`config.mk`:
```
export PLATFORM = sky130hd
export DESIGN_NAME = hour_counter_flat
export DESIGN_NICKNAME = d
export VERILOG_FILES = /design/src/rtl/hour_counter_if.sv /design/src/rtl/hour_counter.sv /design/src/flat_wrapper.sv
export SDC_FILE = /design/constraint.sdc
export NUM_CORES = 1
export LEC_CHECK = 0
export CAP_MARGIN = 40
export CORE_AREA = 3 3 44 46
export DETAILED_ROUTE_END_ITERATION = 10
export DIE_AREA = 0 0 47 49
export MAX_ROUTING_LAYER = met4
export PLACE_DENSITY = 0.74
export SETUP_SLACK_MARGIN = 0.4
export SLEW_MARGIN = 20
export SYNTH_ARGS = -nofsm -noshare
export SYNTH_HDL_FRONTEND = slang
export SYNTH_SLANG_ARGS = --single-unit
```
`constraint.sdc`:
```
create_clock -name clk -period 4.4 [get_ports clk]
set_input_delay 0.88 -clock clk [delete_from_list [all_inputs] [get_ports clk]]
set_output_delay 0.88 -clock clk [all_outputs]
set_load 0.1 [all_outputs]
```
`src/rtl/hour_counter_if.sv`:
```
// Bundles the count-control inputs and the display/carry outputs of the hour stage.
interface hour_counter_if;
    logic       carry_sec;
    logic       carry_min;
    logic       inc_hour;
    logic       mode_24;
    logic [3:0] hr1;
    logic [3:0] hr0;
    logic       pm;
    logic       carry_hour;

    // Master drives the count controls and watches the display.
    modport master (
        output carry_sec, carry_min, inc_hour, mode_24,
        input  hr1, hr0, pm, carry_hour
    );

    // Slave is the hour counter itself.
    modport slave (
        input  carry_sec, carry_min, inc_hour, mode_24,
        output hr1, hr0, pm, carry_hour
    );
endinterface

```
`src/rtl/hour_counter.sv`:
```
// Two-digit BCD hour counter (00-23) with 24-hour and 12-hour views.
// RST_HOUR must be 0..23; larger values are a configuration error.
module hour_counter #(
    parameter int RST_HOUR = 0
) (
    input  logic          clk,
    input  logic          rst_n,
    hour_counter_if.slave bus
);

    localparam logic [3:0] RST_H1 = 4'(RST_HOUR / 10);
    localparam logic [3:0] RST_H0 = 4'(RST_HOUR % 10);

    logic [3:0] h1_q;
    logic [3:0] h0_q;
    logic [3:0] h1_d;
    logic [3:0] h0_d;
    logic       adv;

    // Next-count logic: a simultaneous natural and manual advance still steps once.
    always_comb begin
        adv  = (bus.carry_min & bus.carry_sec) | bus.inc_hour;
        h1_d = h1_q;
        h0_d = h0_q;
        if (adv) begin
            if (h1_q == 4'd2 && h0_q == 4'd3) begin
                h1_d = 4'd0;
                h0_d = 4'd0;
            end else if (h0_q == 4'd9) begin
                h1_d = h1_q + 4'd1;
                h0_d = 4'd0;
            end else begin
                h0_d = h0_q + 4'd1;
            end
        end
    end

    // Hour digit registers; reset overrides any advance on the same edge.
    always_ff @(posedge clk or negedge rst_n) begin
        if (!rst_n) begin
            h1_q <= RST_H1;
            h0_q <= RST_H0;
        end else begin
            h1_q <= h1_d;
            h0_q <= h0_d;
        end
    end

    // Display mapping done directly on BCD digits so no binary conversion is needed.
    always_comb begin
        bus.hr1 = h1_q;
        bus.hr0 = h0_q;
        bus.pm  = 1'b0;
        if (!bus.mode_24) begin
            if (h1_q == 4'd0 && h0_q == 4'd0) begin
                bus.hr1 = 4'd1;
                bus.hr0 = 4'd2;
            end else if (h1_q == 4'd1 && h0_q == 4'd2) begin
                bus.pm  = 1'b1;
            end else if (h1_q == 4'd1 && h0_q >= 4'd3) begin
                bus.hr1 = 4'd0;
                bus.hr0 = h0_q - 4'd2;
                bus.pm  = 1'b1;
            end else if (h1_q == 4'd2 && h0_q <= 4'd1) begin
                bus.hr1 = 4'd0;
                bus.hr0 = h0_q + 4'd8;
                bus.pm  = 1'b1;
            end else if (h1_q == 4'd2) begin
                bus.hr1 = 4'd1;
                bus.hr0 = h0_q - 4'd2;
                bus.pm  = 1'b1;
            end
        end
    end

    // Level carry for the day stage; gating with the minute/second carries happens downstream.
    always_comb begin
        bus.carry_hour = (h1_q == 4'd2) && (h0_q == 4'd3);
    end

endmodule

```
`src/flat_wrapper.sv`:
```
// flat-port wrapper written by rule: the top's interface ports become plain ports
module hour_counter_flat 
#(
    parameter int RST_HOUR = 0
)
  (clk, rst_n, bus_carry_sec, bus_carry_min, bus_inc_hour, bus_mode_24, bus_hr1, bus_hr0, bus_pm, bus_carry_hour);
  hour_counter_if bus_i ();
  input  logic clk;
  input  logic rst_n;
  input wire logic [$bits(bus_i.carry_sec)-1:0] bus_carry_sec;
  input wire logic [$bits(bus_i.carry_min)-1:0] bus_carry_min;
  input wire logic [$bits(bus_i.inc_hour)-1:0] bus_inc_hour;
  input wire logic [$bits(bus_i.mode_24)-1:0] bus_mode_24;
  output wire logic [$bits(bus_i.hr1)-1:0] bus_hr1;
  output wire logic [$bits(bus_i.hr0)-1:0] bus_hr0;
  output wire logic [$bits(bus_i.pm)-1:0] bus_pm;
  output wire logic [$bits(bus_i.carry_hour)-1:0] bus_carry_hour;
  assign bus_i.carry_sec = bus_carry_sec;
  assign bus_i.carry_min = bus_carry_min;
  assign bus_i.inc_hour = bus_inc_hour;
  assign bus_i.mode_24 = bus_mode_24;
  assign bus_hr1 = bus_i.hr1;
  assign bus_hr0 = bus_i.hr0;
  assign bus_pm = bus_i.pm;
  assign bus_carry_hour = bus_i.carry_hour;
  hour_counter #(.RST_HOUR(RST_HOUR)) u_core (.clk(clk), .rst_n(rst_n), .bus(bus_i));
endmodule
```
==> impl_results.md, run 1 <==
* Cell with the most instances after synthesis: o21ai_0
* Max Cap Viol at 0
* Most frequent cells after synthesis: o21ai_0 (9), dfrtp_1 (8), nand2_1 (8), nor2_1 (8)
* Hold Vio Cnt, Final at 0
* Max transition margin at 53.6%
* Worst path cell trace: clkdlybuf4s50_1, nor3_1, o21ai_0, a311oi_1, o22a_1, buf_4
* Tcrit/Tclk final at 79.4%
* Worst hold path type: reg -> reg
* Clock transition at path regs at 0.05 ns
* Number of routed nets with antenna violations at 0
* Setup crit start kind: primary input
* Via count at 721
* Max incr delay on CP at 0.51 ns
* Clk_skew at 0.00710 ns
* TritonRoute pass-1 iters at 4
* Post-cts resize count at 0
* Core area at 1540 um2
* Worst Path Required at 3.52 ns
* Worst-path fanout max at 6
* IO Port Bufs at 15
* Syn Inst Count at 91
* Clk_lat worst skew at 0.25 ns
* NumNets Final at 119
* Diode count at 0
* EDFF count, synth at 0
* Final GP Congestion at 0.842
* Post-Syn Area at 763 um2
* Drt drc at 0
* Status: finished clean
* Synth async-reset ratio at 100%
* Delay-heaviest family, CP: buffers and inverters
* Min cycle time layout at 3.49 ns
* Max Root-Sink Buffers at 2
* Die Span X at 47 um
* First-pass GRT wire length at 2770 um
* Post-route setup slack at 0.906 ns
* Cts hold-fix bufs at 0
* Max Fclk at 0.286 GHz
* Dpl hpwl at 1310 um
* Number of synthesized register bits at 8
* Final Setup Violations at 0
* Actual slew at the worst max-slew pin at 0.686 ns
* DP Worst Slack at 0.919 ns
* WP data arrival at 2.61 ns
* Yosys cell types at 36
* # fillers at 134
* YS warnings at 0
* Post-synth top flop: dfrtp_1
* GRT overflow at 0
* Syn Area/Cell at 8.39 um2
* Post-CTS Setup Bufs at 0
* Overall die height at 49 um
* Clk root buf: clkbuf_4
* Iteration-0 DRC Markers at 17
* CTS tree: built
* GRT Util Overall at 16.6%
* Largest net degree at the start of global routing at 18
* Synth-to-Final Area Change at 22.5%
* Number of antenna violations at the first check in global routing at 0
* Post-DR wirelength/cell at 14.3 um
* Post-synth top area share at 26.2%
* Sequential cell area fraction in the yosys report at 26.2%
* Final Max Slew Viols at 0
* TritonCTS Buffers at 3
* Crit Path Class: in -> out
* Worst setup EP type: output port
* RSZ-0062 raised after global routing: false
* Synth area leaders: dfrtp_1 (26%), ha_1 (9.8%), o21ai_0 (5.9%), a21oi_1 (3.9%), nand2_1 (3.9%)
* Clock Sinks at 8
* Syn Nets at 103
* Slowest CP cell: clkdlybuf4s50_1
* Starting Density at 49.5%
* Die area at 2300 um2
* Boundary Pins at 16
* Detailed-route vias per instance at 5.96
* CTS H-Tree Depth at 1
* Proportion of layout cells with a drive suffix above 1 at 18.1%
* Row cnt at 14
* Cell taking the most area after synthesis: dfrtp_1
* Vias in the first global route at 653
* Final WL at 1730 um
* Setup TNS at 0 ns
* CP Buf/Inv Count at 2
state kept, by name (all words and copies together), names as in the netlist:
signal	flops
u_core.h1_q	4
u_core.h0_q	4
per-stage QoR:
step | cells | area (um2) | hold slack [ns] | utilization [%]
global placement | 115 | 867 | 0.526 | 56.3
finish | 121 | 935 | 0.522 | 60.6
global route | 121 | 935 | 0.550 | 60.6
floorplan | 91 | 763 | 0.478 | -
CTS | 121 | 935 | 0.527 | 60.6
detailed placement | 118 | 912 | 0.520 | 59.2
layout make-up:
| cell class | instances | area [um2] | area share (%) |
|---|---|---|---|
| timing repair buffer | 18 | 178 | 19.0 |
| multi-input combinational | 71 | 495 | 53.0 |
| inverter | 5 | 18.8 | 2.01 |
| tap | 16 | 20.0 | 2.14 |
| clock buffer | 3 | 22.5 | 2.41 |
| sequential | 8 | 200 | 21.4 |
layer usage:
metal  wire [um]  part of all wire, %  track usage [%]
met3          91                  5.3             1.48
met1         781                   45             22.8
met2         816                   47             22.6
met4          41                  2.4             10.1
met5           0                    0                -
logic make-up after synthesis:
logic type / count (synthesis) / synth area share, %
AOI/OAI and AO/OA: 31 / 28.5
and+or+nand+nor: 31 / 23.1
buffers and inverters: 12 / 8.85
DFF: 8 / 26.2
adders and majority gates: 6 / 9.84
xor gates and xnor gates: 3 / 3.44
worst paths after layout:
path | from | to | slack [ns] | cells after the start
max in group asynchronous | rst_n | u_core.h1_q[1] | 3.20 | 1
min reg2reg | u_core.h1_q[3] | u_core.h1_q[3] | 0.52 | 1
max | bus_mode_24 | bus_hr0[3] | 0.91 | 6
max reg2reg | u_core.h1_q[0] | u_core.h1_q[1] | 2.45 | 6
min | u_core.h1_q[3] | u_core.h1_q[3] | 0.52 | 1
min in group asynchronous | rst_n | u_core.h0_q[2] | 0.91 | 1
cells in the final DEF, fill, tap and decap left out, drive strengths merged, types with 3 or more instances in the layout:
cell type	netlist	routed
o21ai	10	10
buf	3	10
nor2	8	8
nand2	8	8
clkdlybuf4s50	0	8
dfrtp	8	8
a21oi	6	6
ha	6	6
inv	5	5
nand2b	4	4
xnor2	3	3
clkbuf	3	3
Power of run 1 is not shown: default switching activity piles up to over one toggle a cycle in this logic, so the estimate is an artifact.
==> run 2, diff against run 1 <==
--- a/config.mk
+++ b/config.mk
@@ -6,11 +6,11 @@
 export NUM_CORES = 1
 export LEC_CHECK = 0
 export CAP_MARGIN = 40
-export CORE_AREA = 3 3 44 46
+export CORE_AREA = 3 3 46 48
 export DETAILED_ROUTE_END_ITERATION = 10
-export DIE_AREA = 0 0 47 49
+export DIE_AREA = 0 0 49 51
 export MAX_ROUTING_LAYER = met4
-export PLACE_DENSITY = 0.74
+export PLACE_DENSITY = 0.71
 export SETUP_SLACK_MARGIN = 0.4
 export SLEW_MARGIN = 20
 export SYNTH_ARGS = -nofsm -noshare
==> constraint.sdc (replaced) <==
create_clock -name clk -period 3 [get_ports clk]
set_input_delay 0.6 -clock clk [delete_from_list [all_inputs] [get_ports clk]]
set_output_delay 0.6 -clock clk [all_outputs]
set_load 0.1 [all_outputs]
==> run 2 against run 1 <==
Against the previous run:
- sequential cell count did not move
- utilization rose by 13 points
- routed wire length rose by 46%
- non-clock buffer count rose by 20
- design area rose by 38%
- critical path depth rose by 1
- clock skew rose by 0.00064 ns
- hold slack improved by 0.070 ns
- worst setup slack got worse by 0.52 ns
- sequential share of layout area fell by 5.2 points
- via count rose by 20%
==> impl_results.md, run 2 (synthesized netlist as in run 1, its figures left out) <==
* NumNets Final at 139
* Row cnt at 15
* Final Max Slew Viols at 0
* Leading registers by flop count: u_core.h0_q x4, u_core.h1_q x4
* Final WL at 2530 um
* Uppermost layer routed: met4
* Final Hold Slack at 0.591 ns
* Setup crit start kind: flop
* Commonest non-fill, non-tap cells in the layout: buf_4 (26), nand2_1 (8), buf_12 (7), dfrtp_2 (7), o21ai_0 (6)
* Max Root-Sink Buffers at 2
* WP data arrival at 2.02 ns
* Setup TNS at 0 ns
* Post-route setup slack at 0.384 ns
* Die area at 2500 um2
* Metal3 WL at 98 um
* Most common cell after layout, fill and taps aside: buf_4
* Number of routed nets with antenna violations at 0
* Cts hold-fix bufs at 0
* Core area at 1750 um2
* Worst Hold Launch: u_core.h1_q[3]
* Hold path cells at 2
* GRT overflow at 0
* IO Port Bufs at 15
* Actual slew at the worst max-slew pin at 0.570 ns
* Non-filler cells, final at 150
* Diode count at 0
* Post-DR wirelength/cell at 16.9 um
* GRT Util Overall at 17.3%
* Worst Path Required at 2.40 ns
* Overall die height at 51 um
* First-pass GRT wire length at 3240 um
* R2r endpoint: u_core.h1_q[1]
* M1 WL at 996 um
* Min cycle time layout at 2.62 ns
* FF-to-FF setup slack at 1.19 ns
* Worst setup EP type: output port
* Vias in the first global route at 724
* Largest net degree at the start of global routing at 18
* Final GP Congestion at 0.919
* Crit Path Class: reg -> out
* Max Fclk at 0.382 GHz
* TritonRoute pass-1 iters at 4
* Status: finished clean
* R2R Path Start: u_core.h1_q[0]
* Worst hold path type: reg -> reg
* Hold endpoint: u_core.h1_q[3]
* Cells after DPL at 125
* Clock transition at path regs at 0.05 ns
* Detailed-route vias per instance at 5.77
* Max transition margin at 61.5%
* Proportion of layout cells with a drive suffix above 1 at 53.6%
* Number of antenna violations at the first check in global routing at 0
* Dpl hpwl at 1300 um
* Via count at 866
* Max Cap Viol at 0
* Final Setup Violations at 0
* Die Span X at 49 um
* CTS tree: built
* RSZ-0062 raised after global routing: true
* Iteration-0 DRC Markers at 35
* Drt drc at 0
* Clk root buf: clkbuf_4
* Starting Density at 43.7%
* Hold Vio Cnt, Final at 0
* Clk_skew at 0.00775 ns
* Synth-to-Final Area Change at 68.9%
* Boundary Pins at 16
* TritonCTS Buffers at 3
* Worst-path fanout max at 5
* Number of cells on the worst reg-to-reg path at 6
* Routed met2 length at 1340 um
* Clock Sinks at 8
* Clk_lat worst skew at 0.25 ns
* CTS H-Tree Depth at 1
* DP Worst Slack at 0.235 ns
* Tcrit/Tclk final at 87.2%
[run 2: cell count changes in the layout (fill, tap and decap cells not counted), moves of 4 or more]
cell / delta
buf_12: +7
dfrtp_1: -7
dfrtp_2: +7
buf_4: +19
clkdlybuf4s50_1: -4
[run 2: timing repair]
action,CTS,global route
pin swaps,2,8
gates resized for setup,18,15
setup buffers,4,18
setup endpoints to repair,6,5
[run 2: how the worst max path moves through the flow]
stage	slack [ns]	cells past startpoint	to	start
2_1_floorplan	0.35	5	bus_carry_hour	u_core.h1_q[0]
3_3_place_gp	0.35	6	bus_hr0[3]	bus_mode_24
3_5_place_dp	0.23	6	bus_hr0[3]	bus_mode_24
4_1_cts	0.40	7	bus_hr0[3]	u_core.h1_q[1]
5_1_grt	0.31	7	bus_hr1[0]	u_core.h1_q[1]
6_report	0.38	7	bus_hr1[0]	u_core.h1_q[1]
[run 2: area by class of cell]
cell class | count | area [um2]
repair buffers | 38 | 388
multi-input cells | 71 | 614
clock buffers | 3 | 22.5
inverters | 5 | 23.8
flip-flops and latches | 8 | 209
well taps | 25 | 31.3
fillers | 124 | 457
[run 2: per-stage QoR]
step | area, um2 | utilization [%]
4_1_cts | 1080 | 61.9
5_1_grt | 1290 | 73.8
3_5_place_dp | 990 | 56.7
6_report | 1290 | 73.8
3_3_place_gp | 990 | 56.7
2_1_floorplan | 787 | -
[run 2: worst max-delay path, stage by stage (launching register included)]
cell and delay (ns):
dfrtp_2 0.45, inv_4 0.11, ha_4 0.14, nand2b_4 0.05, or4_4 0.52, o41a_4 0.14
o21ai_4 0.17, buf_12 0.19
[run 2: metal layers]
layer	track usage [%]	vias to the layer above
met4	8.53	0
met3	2.92	12
met5	-	-
met1	19.1	416
met2	30.3	39
li1	-	399
Power of run 2 is left out for the same reason.
